--- config.mk ---
export PLATFORM = sky130hd
export DESIGN_NAME = aes_ctr_sched_flat
export DESIGN_NICKNAME = d
export VERILOG_FILES = /design/src/rtl/aes_ctr_sched_if.sv /design/src/rtl/aes_ctr_sched.sv /design/src/flat_wrapper.sv
export SDC_FILE = /design/constraint.sdc
export NUM_CORES = 1
export LEC_CHECK = 0
export BUFFER_PORTS_ARGS = -buffer_cell sky130_fd_sc_hd__buf_2
export CAP_MARGIN = 25
export CORE_MARGIN = 4
export CORE_UTILIZATION = 40
export DETAILED_ROUTE_END_ITERATION = 8
export PLACE_DENSITY_LB_ADDON = 0.15
export SKIP_CTS_REPAIR_TIMING = 1
export SYNTH_ARGS = -nofsm -noshare
export SYNTH_HDL_FRONTEND = slang
export SYNTH_SLANG_ARGS = --single-unit
--- constraint.sdc ---
create_clock -name m_axi_mm2s_aclk -period 5.2 [get_ports m_axi_mm2s_aclk]
set_input_delay 1.04 -clock m_axi_mm2s_aclk [delete_from_list [all_inputs] [get_ports m_axi_mm2s_aclk]]
set_output_delay 1.04 -clock m_axi_mm2s_aclk [all_outputs]
set_load 0.005 [all_outputs]
--- src/rtl/aes_ctr_sched_if.sv ---
// Handshake bundle between the AES-CTR frame scheduler and its environment.
// The master modport is the scheduler side; the slave modport is the environment side.
interface aes_ctr_sched_if #(
  parameter int C_CREDIT_W = 8,
  parameter int C_NBLK_W   = 16
);
  logic                  desc_valid;
  logic                  desc_ready;
  logic [95:0]           desc_nonce;
  logic [31:0]           desc_ctr;
  logic [C_NBLK_W-1:0]   desc_nblk;
  logic                  blk_valid;
  logic                  blk_last;
  logic                  blk_ready;
  logic                  ctr_valid;
  logic [127:0]          ctr_block;
  logic                  ctr_last;
  logic                  out_pop;
  logic                  sts_valid;
  logic                  sts_ready;
  logic [31:0]           sts_data;
  logic                  busy;
  logic [C_CREDIT_W-1:0] credit_level;

  modport master (
    input  desc_valid, desc_nonce, desc_ctr, desc_nblk, blk_valid, blk_last, out_pop, sts_ready,
    output desc_ready, blk_ready, ctr_valid, ctr_block, ctr_last, sts_valid, sts_data, busy,
           credit_level
  );

  modport slave (
    output desc_valid, desc_nonce, desc_ctr, desc_nblk, blk_valid, blk_last, out_pop, sts_ready,
    input  desc_ready, blk_ready, ctr_valid, ctr_block, ctr_last, sts_valid, sts_data, busy,
           credit_level
  );
endinterface

--- src/rtl/aes_ctr_sched.sv ---
// Per-frame scheduler for the AES-256 CTR datapath: gates mm2s blocks against output
// FIFO credits, emits one {nonce,ctr} block per accepted data block and one status per frame.
module aes_ctr_sched #(
  parameter int C_CREDITS  = 128,
  parameter int C_CREDIT_W = 8,
  parameter int C_NBLK_W   = 16
) (
  input logic            m_axi_mm2s_aclk,
  input logic            mm2s_prmry_reset,
  aes_ctr_sched_if.master bus
);

  typedef enum logic [1:0] {IDLE, RUN, FLUSH, STS} state_t;

  localparam logic [C_CREDIT_W-1:0] CREDIT_MAX = C_CREDIT_W'(C_CREDITS);
  localparam logic [C_CREDIT_W-1:0] CREDIT_ONE = C_CREDIT_W'(1);
  localparam logic [C_NBLK_W-1:0]   NBLK_ONE   = C_NBLK_W'(1);

  state_t                state;
  logic [95:0]           nonce;
  logic [31:0]           ctr;
  logic [C_NBLK_W-1:0]   remaining;
  logic [C_NBLK_W-1:0]   issued;
  logic [C_CREDIT_W-1:0] credit;
  logic                  blk_hs;
  logic                  issue;
  logic                  pop_ok;

  function automatic logic [31:0] sts_word(input logic s, input logic l, input logic z,
                                           input logic [C_NBLK_W-1:0] n);
    logic [31:0] w;
    w       = '0;
    w[31]   = s;
    w[30]   = l;
    w[29]   = z;
    w[15:0] = 16'(n);
    return w;
  endfunction

  // blk_ready reacts to credit in the same cycle so a drained FIFO stalls mm2s immediately
  assign bus.desc_ready   = (state == IDLE);
  assign bus.blk_ready    = ((state == RUN) && (credit != '0)) || (state == FLUSH);
  assign bus.busy         = (state != IDLE);
  assign bus.credit_level = credit;

  assign blk_hs = bus.blk_valid && bus.blk_ready;
  assign issue  = blk_hs && (state == RUN);
  // a pop with every credit already home is a protocol violation and is dropped
  assign pop_ok = bus.out_pop && (credit != CREDIT_MAX);

  always_ff @(posedge m_axi_mm2s_aclk) begin
    if (mm2s_prmry_reset) begin
      state         <= IDLE;
      credit        <= CREDIT_MAX;
      nonce         <= '0;
      ctr           <= '0;
      remaining     <= '0;
      issued        <= '0;
      bus.ctr_valid <= 1'b0;
      bus.ctr_block <= '0;
      bus.ctr_last  <= 1'b0;
      bus.sts_valid <= 1'b0;
      bus.sts_data  <= '0;
    end else begin
      bus.ctr_valid <= 1'b0;
      if (issue && !pop_ok)      credit <= credit - CREDIT_ONE;
      else if (!issue && pop_ok) credit <= credit + CREDIT_ONE;

      case (state)
        IDLE: if (bus.desc_valid) begin
          nonce     <= bus.desc_nonce;
          ctr       <= bus.desc_ctr;
          remaining <= bus.desc_nblk;
          issued    <= '0;
          if (bus.desc_nblk == '0) begin
            state         <= STS;
            bus.sts_valid <= 1'b1;
            bus.sts_data  <= sts_word(1'b0, 1'b0, 1'b1, '0);
          end else begin
            state <= RUN;
          end
        end
        RUN: if (issue) begin
          bus.ctr_valid <= 1'b1;
          bus.ctr_block <= {nonce, ctr};
          bus.ctr_last  <= bus.blk_last || (remaining == NBLK_ONE);
          ctr           <= ctr + 32'd1;
          remaining     <= remaining - NBLK_ONE;
          issued        <= issued + NBLK_ONE;
          if (bus.blk_last) begin
            state         <= STS;
            bus.sts_valid <= 1'b1;
            bus.sts_data  <= sts_word(remaining > NBLK_ONE, 1'b0, 1'b0, issued + NBLK_ONE);
          end else if (remaining == NBLK_ONE) begin
            // status word is fixed now; the remaining overlong blocks only get drained
            state        <= FLUSH;
            bus.sts_data <= sts_word(1'b0, 1'b1, 1'b0, issued + NBLK_ONE);
          end
        end
        FLUSH: if (blk_hs && bus.blk_last) begin
          state         <= STS;
          bus.sts_valid <= 1'b1;
        end
        STS: if (bus.sts_ready) begin
          state         <= IDLE;
          bus.sts_valid <= 1'b0;
        end
        default: state <= IDLE;
      endcase
    end
  end

endmodule

--- src/flat_wrapper.sv ---
// flat-port wrapper written by rule: the top's interface ports become plain ports
module aes_ctr_sched_flat 
#(
  parameter int C_CREDITS  = 128,
  parameter int C_CREDIT_W = 8,
  parameter int C_NBLK_W   = 16
)
  (m_axi_mm2s_aclk, mm2s_prmry_reset, bus_desc_valid, bus_desc_nonce, bus_desc_ctr, bus_desc_nblk, bus_blk_valid, bus_blk_last, bus_out_pop, bus_sts_ready, bus_desc_ready, bus_blk_ready, bus_ctr_valid, bus_ctr_block, bus_ctr_last, bus_sts_valid, bus_sts_data, bus_busy, bus_credit_level);
  aes_ctr_sched_if #(.C_CREDIT_W(C_CREDIT_W), .C_NBLK_W(C_NBLK_W)) bus_i ();
  input logic m_axi_mm2s_aclk;
  input logic mm2s_prmry_reset;
  input wire logic [$bits(bus_i.desc_valid)-1:0] bus_desc_valid;
  input wire logic [$bits(bus_i.desc_nonce)-1:0] bus_desc_nonce;
  input wire logic [$bits(bus_i.desc_ctr)-1:0] bus_desc_ctr;
  input wire logic [$bits(bus_i.desc_nblk)-1:0] bus_desc_nblk;
  input wire logic [$bits(bus_i.blk_valid)-1:0] bus_blk_valid;
  input wire logic [$bits(bus_i.blk_last)-1:0] bus_blk_last;
  input wire logic [$bits(bus_i.out_pop)-1:0] bus_out_pop;
  input wire logic [$bits(bus_i.sts_ready)-1:0] bus_sts_ready;
  output wire logic [$bits(bus_i.desc_ready)-1:0] bus_desc_ready;
  output wire logic [$bits(bus_i.blk_ready)-1:0] bus_blk_ready;
  output wire logic [$bits(bus_i.ctr_valid)-1:0] bus_ctr_valid;
  output wire logic [$bits(bus_i.ctr_block)-1:0] bus_ctr_block;
  output wire logic [$bits(bus_i.ctr_last)-1:0] bus_ctr_last;
  output wire logic [$bits(bus_i.sts_valid)-1:0] bus_sts_valid;
  output wire logic [$bits(bus_i.sts_data)-1:0] bus_sts_data;
  output wire logic [$bits(bus_i.busy)-1:0] bus_busy;
  output wire logic [$bits(bus_i.credit_level)-1:0] bus_credit_level;
  assign bus_i.desc_valid = bus_desc_valid;
  assign bus_i.desc_nonce = bus_desc_nonce;
  assign bus_i.desc_ctr = bus_desc_ctr;
  assign bus_i.desc_nblk = bus_desc_nblk;
  assign bus_i.blk_valid = bus_blk_valid;
  assign bus_i.blk_last = bus_blk_last;
  assign bus_i.out_pop = bus_out_pop;
  assign bus_i.sts_ready = bus_sts_ready;
  assign bus_desc_ready = bus_i.desc_ready;
  assign bus_blk_ready = bus_i.blk_ready;
  assign bus_ctr_valid = bus_i.ctr_valid;
  assign bus_ctr_block = bus_i.ctr_block;
  assign bus_ctr_last = bus_i.ctr_last;
  assign bus_sts_valid = bus_i.sts_valid;
  assign bus_sts_data = bus_i.sts_data;
  assign bus_busy = bus_i.busy;
  assign bus_credit_level = bus_i.credit_level;
  aes_ctr_sched #(.C_CREDITS(C_CREDITS), .C_CREDIT_W(C_CREDIT_W), .C_NBLK_W(C_NBLK_W)) u_core (.m_axi_mm2s_aclk(m_axi_mm2s_aclk), .mm2s_prmry_reset(mm2s_prmry_reset), .bus(bus_i));
endmodule
==> results of run 1 <==
==> stage by stage <==
step                hold slack [ns]  utilization (%)  cell area (um^2)  std cells  total power [mW]
finish                        0.447             49.6             16200       2458              8.24
global route                  0.467             49.6             16200       2458              8.79
CTS                           0.450             49.6             16200       2457              8.32
detailed placement            0.442             46.0             15000       2394              5.77
global placement              0.434             46.0             15000       2394              5.72
floorplan                     0.432                -             13300       1767              4.99
==> critical path: stages, from the launching register on <==
cell and delay (ns):
sky130_fd_sc_hd__dfxtp_1 0.33, sky130_fd_sc_hd__nor4_1 0.63, sky130_fd_sc_hd__nand3_1 0.28, sky130_fd_sc_hd__nand3_4 0.18
sky130_fd_sc_hd__inv_4 0.04, sky130_fd_sc_hd__ha_1 0.30, sky130_fd_sc_hd__ha_1 0.31, sky130_fd_sc_hd__a21oi_1 0.19
sky130_fd_sc_hd__o211ai_1 0.14, sky130_fd_sc_hd__o41ai_1 0.35, sky130_fd_sc_hd__xnor2_1 0.13, sky130_fd_sc_hd__o21ai_0 0.14
sky130_fd_sc_hd__or3b_2 0.45
==> state kept, by name (all words and copies together), names as in the netlist, 2 cells and up <==
name,flops
u_core.nonce,96
u_core.issued,16
u_core.ctr,32
u_core.state,2
u_core.bus.ctr_block,128
u_core.remaining,16
u_core.bus.credit_level,8
u_core.bus.sts_data,19
==> final cells by class <==
type                            instances  area [um^2]  area share (%)
Clock inverter                         16          166            1.03
Inverter                               33          126           0.781
Sequential cell                       320         6410            39.6
Multi-Input combinational cell       1273         6230            38.5
Clock buffer                           47         1000            6.20
Timing Repair Buffer                  326         1690            10.5
Tap cell                              442          553            3.42
Antenna cell                            1         2.50          0.0155
==> report_power, final <==
group | switching (mW) | total, mW | internal (mW) | leakage [nW]
clock network | 1.04 | 2.52 | 1.48 | 0.568
logic | 1.71 | 2.54 | 0.825 | 3.31
registers | 0.336 | 3.18 | 2.85 | 2.60
total | 3.09 | 8.24 | 5.15 | 6.48
==> path summary, 6_finish.rpt <==
path / startpoint / end / slack, ns / cells past startpoint
max: u_core.bus.credit_level[2] / u_core.bus.credit_level[7] / 1.62 / 12
max reg2reg: u_core.bus.credit_level[2] / u_core.bus.credit_level[7] / 1.62 / 12
min reg2reg: u_core.nonce[13] / u_core.bus.ctr_block[45] / 0.45 / 2
min: u_core.nonce[13] / u_core.bus.ctr_block[45] / 0.45 / 2
==> cells in the mapped netlist, types with 5 or more instances <==
master / instances
sky130_fd_sc_hd__nand3_1: 26
sky130_fd_sc_hd__nor3_1: 27
sky130_fd_sc_hd__mux2i_1: 5
sky130_fd_sc_hd__o31ai_1: 7
sky130_fd_sc_hd__buf_1: 8
sky130_fd_sc_hd__nor4_1: 18
sky130_fd_sc_hd__o32ai_1: 10
sky130_fd_sc_hd__o21ai_0: 50
sky130_fd_sc_hd__and2_1: 5
sky130_fd_sc_hd__clkbuf_1: 116
sky130_fd_sc_hd__ha_1: 15
sky130_fd_sc_hd__nand4_1: 16
sky130_fd_sc_hd__inv_1: 31
sky130_fd_sc_hd__o211ai_1: 5
sky130_fd_sc_hd__o2bb2ai_1: 6
sky130_fd_sc_hd__o41ai_1: 5
sky130_fd_sc_hd__a22oi_1: 15
sky130_fd_sc_hd__nor2_1: 73
sky130_fd_sc_hd__or3_1: 12
sky130_fd_sc_hd__a31oi_1: 5
sky130_fd_sc_hd__a211oi_1: 6
sky130_fd_sc_hd__buf_4: 13
sky130_fd_sc_hd__a21oi_1: 310
sky130_fd_sc_hd__nand2_1: 560
sky130_fd_sc_hd__xnor2_1: 5
sky130_fd_sc_hd__dfxtp_1: 320
sky130_fd_sc_hd__nor2b_1: 13
sky130_fd_sc_hd__or4_1: 6
==> logic make-up after synthesis <==
group,count (synthesis)
buffers and inverters,174
other,1
XOR/XNOR,9
AO/OA/AOI/OAI,450
adder cells (fa/ha/maj),16
AND/OR/NAND/NOR,780
flip-flops,320
multiplexers,5
==> layer usage <==
layer	track usage (%)	share of wire [%]	wire, um	up-vias
met5	0	0.10	40	-
met4	6.46	2.9	1150	6
met3	4.06	6.2	2460	70
met2	32.9	45	17900	375
met1	28.2	45	17900	5921
li1	-	-	-	6375
==> cells in the final DEF, fill, tap and decap left out, types with 6 or more instances in the layout <==
master                      instances
sky130_fd_sc_hd__a211oi_1           6
sky130_fd_sc_hd__a21oi_1          310
sky130_fd_sc_hd__a22oi_1           15
sky130_fd_sc_hd__buf_2            310
sky130_fd_sc_hd__buf_4             14
sky130_fd_sc_hd__clkbuf_1           6
sky130_fd_sc_hd__clkbuf_16         37
sky130_fd_sc_hd__clkinv_2           6
sky130_fd_sc_hd__conb_1            13
sky130_fd_sc_hd__dfxtp_1          320
sky130_fd_sc_hd__ha_1              14
sky130_fd_sc_hd__inv_1             31
sky130_fd_sc_hd__nand2_1          559
sky130_fd_sc_hd__nand3_1           25
sky130_fd_sc_hd__nand4_1           16
sky130_fd_sc_hd__nor2_1            72
sky130_fd_sc_hd__nor2b_1           13
sky130_fd_sc_hd__nor3_1            27
sky130_fd_sc_hd__nor4_1            18
sky130_fd_sc_hd__o21ai_0           50
sky130_fd_sc_hd__o2bb2ai_1          6
sky130_fd_sc_hd__o31ai_1            7
sky130_fd_sc_hd__o32ai_1           10
sky130_fd_sc_hd__or3_1             12
sky130_fd_sc_hd__or4_1              6
==> metrics list, run 1 <==
* Result of the run: finished, final reports clean
- Static timing analysis puts the maximum clock frequency at 279 MHz.
* Slew @ Worst Pin: 0.934 ns
- Worst slack after detailed placement: 1.64 ns
- STA classifies the critical path startpoint as a register.
- After synthesis, the largest family of logic cells by area is simple AND/OR/NAND/NOR gates.
* Worst path arrival time: 3.96 ns
* Number of warnings reported in the yosys synthesis log: 0
- Share of final-layout standard cells stronger than drive strength 1: 19.8%
- Final worst setup slack: 1.62 ns
- Final setup violation count: 0
- After detailed routing, the number of vias per cell comes to 5.19.
- The synthesized design contains 0 enable-type register cells.
* Antenna-violating nets left: 0
- After clock tree synthesis, the clock-pin slew on the worst setup and hold paths is 0.06 ns.
- Clock root buffer: sky130_fd_sc_hd__clkbuf_16
- Post-Synth Adder-Cell Area: 1.56%
- The detailed router placed 12.7k vias in this run.
- The critical path in this run is classified as reg2reg.
- Setup TNS after final layout: 0 ns
* Post-Syn Area: 13300 um^2
- The first global-routing pass estimated 62.1 mm of wire.
* Global router's overall resource usage: 20.6%
- CTS buffer count: 37
- After detailed routing, the number of remaining DRC violations is 0.
* Initial cell density of the core: 40.7%
* Sum of net half-perimeters after detailed placement: 25.6 mm
- The tool flagged a number of max-cap violations equal to 0.
- The net count of the finished layout is 2158.
* Wire length after detailed routing: 39.4 mm
* Max Transition Viols Final: 0
- Summing the areas of all xor and xnor instances in the mapped netlist gives 0.594% of the synthesized area.
- Most used flip-flop cell after synthesis: sky130_fd_sc_hd__dfxtp_1
* Seq/Total Area, Yosys: 48.3%
- For this run the aggregate overflow at the end of global routing stands at 0.
* Static leakage power: 6.48 nW
* Initial antenna violation count: 4
- CP Data Required Time: 5.58 ns
- The number of global-route vias before repair was 11.8k.
* Fraction of the mapped netlist area in compound gates: 19.0%
- In this run, distinct cell masters in the synthesized netlist total 64.
- Compared with the post-synthesis result, the final layout area differs by 21.9%.
- Largest area contributor in the netlist: sky130_fd_sc_hd__dfxtp_1
- Critical Path End Type: register
- The share of synthesized area in the top cell type comes to 48.3%.
- After layout, the minimum clock period comes to 3.58 ns.
- Leading post-synthesis cells by cell area: sky130_fd_sc_hd__dfxtp_1 48%, sky130_fd_sc_hd__nand2_1 16%, sky130_fd_sc_hd__a21oi_1 12%, sky130_fd_sc_hd__clkbuf_1 3.3%, sky130_fd_sc_hd__nor2_1 2.1%
* Ys async rst share: 0%
- Fillers: 3312
- Port Buffer Count: 311
- Basic-gate share of the synthesized area counting and, or, nand and nor cells: 24.7%
- The worst-case IR drop observed on VDD is 301 uV.
- Global placement routability congestion: 0.828
- Setup repair after global routing missed its margin: false
- Slew headroom: 37.2%
- Post-synthesis mux area share: 0.377%
- Final cycle utilization of the critical path: 68.9%
- Number of optimization iterations in the first detailed-route pass: 5
- Average footprint of a synthesized cell: 7.56 um^2
- In this run the worst hold path is classified as reg2reg.
- Entering global routing, the biggest net connects 146 pins.
* CTS tree: yes
- The clock passes through at most 3 buffers.
- Clk_lat worst skew: 0.52 ns
- Number of rows in the core area: 66
- The die covers 36200 um^2.
- Drt first-iter violations: 980
- CTS built an H-tree with a depth of 2.
- IO Count: 325
* Count of state elements after synthesis: 320
* P per Cell Area: 509 nW/um^2
- Between clock sinks in the finished design, the worst skew comes to 0.0142 ns.
* Critical path fanouts, max: 7
- After floorplanning, the core was sized to cover 32600 um^2.
- From bottom edge to top edge, the die measures 190 um.
* Routed length per placed instance: 16.0 um
- Floorplan die width: 190 um
* Endpoints failing hold: 0
- Counting every instance in the synthesized netlist gives 1755.
- Number of sinks on the clock net: 320
No activity file was read; power rests on OpenSTA's default activity.
==> run 2, diff against run 1 <==
==> constraint.sdc (replaced) <==
create_clock -name m_axi_mm2s_aclk -period 3.7 [get_ports m_axi_mm2s_aclk]
set_input_delay 0.74 -clock m_axi_mm2s_aclk [delete_from_list [all_inputs] [get_ports m_axi_mm2s_aclk]]
set_output_delay 0.74 -clock m_axi_mm2s_aclk [all_outputs]
set_load 0.005 [all_outputs]
==> run 2 against run 1 <==
Against the previous run:
- non-clock buffer count is 6 higher
- setup slack worse by 1.3 ns
- final cell count is 0.41% higher
- critical endpoint unchanged
- highest routed layer unchanged
==> metrics list, run 2 (same netlist as run 1, synthesis figures left out) <==
- The flow ran to the end, and the final reports show no timing, DRC or antenna violations.
* Vias per std cell: 5.18 (-0.19%)
* Most common cell after layout, fill and taps aside: sky130_fd_sc_hd__nand2_1
- The maximum number of pins on one net before global-route repair came to 123 (-16%).
* Final cycle utilization of the critical path: 90.5% (+22 points)
- Most frequent cells in the layout: 559 x sky130_fd_sc_hd__nand2_1, 320 x sky130_fd_sc_hd__dfxtp_1, 310 x sky130_fd_sc_hd__a21oi_1, 310 x sky130_fd_sc_hd__buf_2, 72 x sky130_fd_sc_hd__nor2_1
- Flip-flop count of the largest register after layout: 128 (unchanged)
- The number of buffers and inverters on the critical path came to 2 (+1).
* Overall via count from detail_route: 12.8k (+0.21%)
- The measured slew at the worst slew-check pin came to 0.978 ns (+0.0438 ns).
* Final worst setup slack: 0.352 ns (-1.27 ns)
- Drt first-iter violations: 777 (-21%)
- Global router's overall resource usage: 20.7% (+0.11 points)
* Critical Setup Path Class: reg2reg
- The area of the die was 36200 um^2 (unchanged).
* Setup repair after global routing missed its margin: false
- Final setup violation count: 0 (unchanged)
* Number of sinks on the clock net: 320 (unchanged)
- The area growth from synthesis to layout is 22.7%.
- The number of global-route vias before repair is 12.0k (+1.9%).
- The register with the most flip-flops in the final layout is u_core.bus.ctr_block.
* Routed length per placed instance: 16.0 um (-0.36%)
- Type of the worst min-delay path: reg2reg
- The top fanout value on the critical path is 7 (unchanged).
* Static leakage power: 6.54 nW (+1.0%)
- The required time reported for the critical path endpoint came to 4.09 ns (-1.49 ns).
- CTS placed an instance of sky130_fd_sc_hd__clkbuf_16 at the clock tree root.
- The slowest stage of the critical path is the sky130_fd_sc_hd__or3b_2 cell.
- The initial antenna violation count was 4 (unchanged).
- The longest individual stage delay on the worst path came to 0.44 ns (-0.19 ns).
- The remaining antenna violation count was 0 (unchanged).
- The worst setup path is launched from a register.
- The total wirelength of the detailed-routed design came to 39.4 mm (about the same).
* CTS buffer count: 37 (unchanged)
- Endpoints failing hold: 0 (unchanged)
- The largest registers in the layout are u_core.bus.ctr_block x128, u_core.nonce x96, u_core.ctr x32.
* Die H: 190 um (unchanged)
- Max Transition Viols Final: 0 (unchanged)
- The clock input transition at the sequential cells of the worst setup and hold paths is 0.06 ns (about the same).
- Share of final-layout standard cells stronger than drive strength 1: 19.9% (+0.13 points)
- The core footprint was 32600 um^2 (unchanged).
- Critical Path End Type: register
- The count of buffers from port buffering was 311 (unchanged).
- Number of nets in the layout: 2164 (+0.28%)
* Number of optimization iterations in the first detailed-route pass: 5 (unchanged)
- Setup TNS after final layout: 0 ns (unchanged)
- Worst path most repeated cell: sky130_fd_sc_hd__ha_1
* Max Buffers Root-to-Sink: 3 (unchanged)
- Initial cell density of the core: 40.7% (unchanged)
- The worst slew slack as a fraction of its limit came to 34.8% (-2.3 points).
* P per Cell Area: 719 nW/um^2 (+41%)
- The count of boundary I/O pins was 325 (unchanged).
- The global-route wire length before repair was 62.3 mm (+0.30%).
- The total power draw came to 11.7 mW (+42%).
- The clock insertion delay at the later pin of the skew report is 0.52 ns (about the same).
- The horizontal extent of the die came to 190 um (unchanged).
- The worst slack at placement was 0.428 ns (-1.21 ns).
- The number of levels the H-tree was split into was 2 (unchanged).
* Aggregate global routing overflow: 0 (unchanged)
- Residual DRC count: 0 (unchanged)
- The max capacitance violation total is 0 (unchanged).
- Broken down by cell family, the worst path's largest delay share belongs to adder cells.
- Sum of net half-perimeters after detailed placement: 25.7 mm (+0.61%)
* Time the worst path needs with I/O delays and setup: 3.35 ns (-0.232 ns)
- The row count is 66 (unchanged).
- Achievable clock frequency: 299 MHz (+6.9%)
- Walking the worst path, the cells encountered are inv_1 -> ha_1 -> nor2_1 -> nand3_1 -> nand3_4 -> inv_4 -> ha_1 -> ha_1 -> a21oi_1 -> o211ai_1 -> o41ai_1 -> xnor2_1 -> o21ai_0 -> or3b_2.
- The clock skew was 0.0189 ns (+0.00464 ns).
- The fill cell total of the finished layout is 3350 (+1.1%).
- The placer congestion estimate is 0.854 (+3.2%).
- TritonCTS built the clock tree.
* Worst path arrival time: 3.74 ns (-0.22 ns)
- The maximum vdd drop came to 370 uV (+23%).
## run 2: metal layers
metal | track usage (%) | up-vias | wire length [um]
li1 | - | 6403 | -
met1 | 28.5 | 5934 | 18000
met2 | 33.0 | 357 | 17700
met3 | 4.15 | 76 | 2460
met4 | 6.30 | 4 | 1110
met5 | 0 | - | 26
## run 2: area by class of cell
type / instances / area (um^2) / share of cell area (%)
multi-input combinational: 1273 / 6230 / 38.2
tap: 442 / 553 / 3.40
clock inverter: 9 / 98.8 / 0.607
clock buffer: 55 / 1110 / 6.79
inverter: 33 / 126 / 0.776
antenna: 4 / 10.0 / 0.0615
timing repair buffer: 332 / 1760 / 10.8
sequential: 320 / 6410 / 39.3
## run 2: through the flow
step	utilization, %	hold WS, ns	area [um^2]	std cells
4_1_cts	49.9	0.450	16300	2464
3_5_place_dp	46.2	0.440	15100	2400
6_report	49.9	0.447	16300	2468
5_1_grt	49.9	0.453	16300	2466
3_3_place_gp	46.2	0.435	15100	2400
2_1_floorplan	-	0.432	13300	1767
## run 2: final timing paths
check                                    end             start  cells after the start  slack, ns
setup reg to reg  u_core.bus.credit_level[7]   u_core.state[0]                     14       0.35
hold / removal      u_core.bus.ctr_block[65]  u_core.nonce[33]                      2       0.45
hold reg to reg     u_core.bus.ctr_block[65]  u_core.nonce[33]                      2       0.45
setup / recovery  u_core.bus.credit_level[7]   u_core.state[0]                     14       0.35
## run 2: report_power, final
part	internal (mW)	switching, mW
sequential	4.00	0.476
combinational	1.22	2.42
clock	2.20	1.39
## run 2: tightest hold or removal path: stages (launching register included)
cell and delay [ns]:
sky130_fd_sc_hd__dfxtp_1 0.31, sky130_fd_sc_hd__nand2_1 0.05, sky130_fd_sc_hd__a21oi_1 0.05
==> run 3, diff against run 2 <==
==> constraint.sdc (replaced) <==
create_clock -name m_axi_mm2s_aclk -period 3.6 [get_ports m_axi_mm2s_aclk]
set_input_delay 0.72 -clock m_axi_mm2s_aclk [delete_from_list [all_inputs] [get_ports m_axi_mm2s_aclk]]
set_output_delay 0.72 -clock m_axi_mm2s_aclk [all_outputs]
set_load 0.005 [all_outputs]
==> run 3 against run 2 <==
Against the previous run:
- register-to-register slack worse by 0.05 ns
- cell area fell by 0.27%
- sequential cell count is the same
- critical path type unchanged
- critical endpoint unchanged
- largest cell class unchanged
==> metrics list, run 3 (same netlist as run 1, synthesis figures left out) <==
- The flow ran to the end, and the final reports show no timing, DRC or antenna violations.
- The worst setup path is captured at a register.
* Drt first-iter violations: 735 (-5.4%)
* Sum of net half-perimeters after detailed placement: 25.7 mm (about the same)
- The CTS sink count came to 320 (unchanged).
* Vias per std cell: 5.15 (-0.43%)
- Setup repair after global routing missed its margin: false
- The worst slew slack as a fraction of its limit came to 37.1% (+2.2 points).
- In this run the worst hold path is classified as reg2reg.
- CTS tree: yes
* Static leakage power: 6.52 nW (-0.33%)
- The final cycle utilization of the critical path was 91.7% (+1.2 points).
- Relative to the synthesized area, the layout overhead comes to 22.4%.
- Vias in the first global route: 11.9k (-1.3%)
* Critical Setup Path Class: reg2reg
- The maximum achievable frequency was 303 MHz (+1.5%).
- Number of rows in the core area: 66 (unchanged)
- Wire length of the first global-routing pass: 62.1 mm (-0.32%)
- Setup TNS after final layout: 0 ns (unchanged)
- Global placement routability congestion: 0.864 (+1.2%)
* Endpoint of the lowest-slack register-to-register path: u_core.bus.credit_level[7]
- Count of non-filler cells in the finished layout: 2469 (+0.041%)
- Max_cap viols: 0 (unchanged)
- The reg2reg setup slack came to 0.30 ns (-0.05 ns).
- The measured slew at the worst slew-check pin is 0.944 ns (-0.0337 ns).
* Time the worst path needs with I/O delays and setup: 3.30 ns (-0.0483 ns)
- The count of boundary I/O pins came to 325 (unchanged).
- Initial antenna violation count: 4 (unchanged)
- Largest registers: u_core.bus.ctr_block x128, u_core.nonce x96, u_core.ctr x32
- Worst Hold Path Cells: 2 (unchanged)
- The clock skew is 0.0103 ns (-0.00861 ns).
- The top fanout value on the critical path came to 7 (unchanged).
- Routed length per placed instance: 16.1 um (+0.97%)
- The library cells used most frequently in the layout, excluding fill and tap cells, are 559 x sky130_fd_sc_hd__nand2_1, 320 x sky130_fd_sc_hd__dfxtp_1, 310 x sky130_fd_sc_hd__a21oi_1, 310 x sky130_fd_sc_hd__buf_2, 72 x sky130_fd_sc_hd__nor2_1.
- The final worst slack was 0.300 ns (-0.0517 ns).
- The startpoint identified for the worst hold timing path is u_core.nonce[62].
* Port Buffer Count: 311 (unchanged)
* Worst slack after detailed placement: 0.316 ns (-0.112 ns)
- Maximum VDD drop: 338 uV (-8.5%)
* Flip-flop count of the largest register after layout: 128 (unchanged)
- In this run the clock root is driven by a sky130_fd_sc_hd__clkbuf_16.
- R2R cell count: 13 (-1)
* P per Cell Area: 736 nW/um^2 (+2.3%)
- The total congestion overflow was 0 (unchanged).
* Number of optimization iterations in the first detailed-route pass: 5 (unchanged)
* Maximum number of pins on one net before global-route repair: 132 (+7.3%)
- Register bank with the most flops: u_core.bus.ctr_block
* Register clock-pin slew on the reported worst setup and hold paths: 0.06 ns (about the same)
- Global router's overall resource usage: 20.5% (-0.15 points)
- The final count of negative-setup-slack endpoints was 0 (unchanged).
- Endpoints failing hold: 0 (unchanged)
- The post-route worst hold slack came to 0.448 ns (+0.00157 ns).
- The worst endpoint data arrival time came to 3.68 ns (-0.06 ns).
- Share of final-layout standard cells stronger than drive strength 1: 19.8% (-0.12 points)
* Overall via count from detail_route: 12.7k (-0.39%)
- Wire length after detailed routing: 39.8 mm (+1.0%)
- Residual DRC count: 0 (unchanged)
- The total CTS buffers was 36 (-2.7%).
- The die height came to 190 um (unchanged).
* Number of H-tree levels: 2 (unchanged)
- Number of nets in the layout: 2164 (unchanged)
* Core ar.: 32600 um^2 (unchanged)
- Cells after DPL: 2401 (+0.042%)
- The required time reported for the critical path endpoint came to 3.98 ns (-0.11 ns).
- Max Transition Viols Final: 0 (unchanged)
- Utilization after layout: 49.8% (-0.13 points)
- The worst hold path terminates at u_core.bus.ctr_block[94].
* Floorplan die width: 190 um (unchanged)
- Antenna-violating nets left: 0 (unchanged)
- Max Buffers Root-to-Sink: 3 (unchanged)
- The library cell used most frequently in the layout, excluding fill and tap cells, is sky130_fd_sc_hd__nand2_1.
- The area of the die was 36200 um^2 (unchanged).
- Initial cell density of the core: 40.7% (unchanged)
* Worst Setup Start Kind: register
- The worst register-to-register path begins at u_core.bus.credit_level[3].
- Clk_lat worst skew: 0.50 ns (-0.02 ns)
## run 3: cell types whose count changed in the layout (fill, tap and decap cells not counted), sizes merged
cell / previous run / this run
inv: 34 / 35
diode: 4 / 3
clkbuf: 55 / 57
buf: 332 / 333
clkinv: 6 / 4
## run 3: worst max-delay path by stage
stage	start	endpoint	slack, ns
after detailed placement	u_core.bus.credit_level[3]	u_core.bus.credit_level[7]	0.32
final	u_core.bus.credit_level[3]	u_core.bus.credit_level[7]	0.30
after floorplan	u_core.bus.credit_level[2]	u_core.bus.credit_level[7]	0.23
after global routing	u_core.bus.credit_level[2]	u_core.bus.credit_level[7]	0.10
after CTS	u_core.bus.credit_level[3]	u_core.bus.credit_level[7]	0.31
after global placement	u_core.bus.credit_level[2]	u_core.bus.credit_level[7]	0.28
## run 3: worst max-delay path: stages, from the launching register on
cell and delay (ns):
sky130_fd_sc_hd__dfxtp_1 0.34, sky130_fd_sc_hd__nor4_1 0.32, sky130_fd_sc_hd__buf_4 0.19, sky130_fd_sc_hd__nand3_1 0.13, sky130_fd_sc_hd__nand3_4 0.15, sky130_fd_sc_hd__inv_4 0.03
sky130_fd_sc_hd__ha_1 0.30, sky130_fd_sc_hd__ha_1 0.31, sky130_fd_sc_hd__a21oi_1 0.21, sky130_fd_sc_hd__o211ai_1 0.17, sky130_fd_sc_hd__o41ai_1 0.33, sky130_fd_sc_hd__xnor2_1 0.12
sky130_fd_sc_hd__o21ai_0 0.13, sky130_fd_sc_hd__or3b_2 0.44
## run 3: where the power goes
group          total, mW  internal (mW)  switching [mW]
Clock               3.61           2.19            1.42
Combinational       3.74           1.25            2.49
Sequential          4.60           4.11           0.484
## run 3: routing by layer
layer / vias to the layer above / share of wire, % / track usage (%) / routed length, um
li1: 6394 / - / - / -
met1: 5897 / 45 / 27.9 / 17900
met2: 355 / 46 / 33.3 / 18300
met3: 74 / 5.9 / 3.65 / 2360
met4: 4 / 3.0 / 6.80 / 1180
met5: - / 0.068 / 0 / 27
## run 3: cell type report
class / instances / area, um^2
fillers: 3281 / 16400
flip-flops and latches: 320 / 6410
multi-input cells: 1273 / 6230
repair buffers: 333 / 1760
clock buffers: 57 / 1070
well taps: 442 / 553
inverters: 33 / 126
clock inverters: 8 / 97.6
diodes: 3 / 7.51
## run 3: metrics by stage
step                total power [mW]  area (um^2)
floorplan                       7.21        13300
global placement                8.33        15100
detailed placement              8.41        15100
CTS                             12.1        16200
global route                    12.7        16200
finish                          11.9        16200
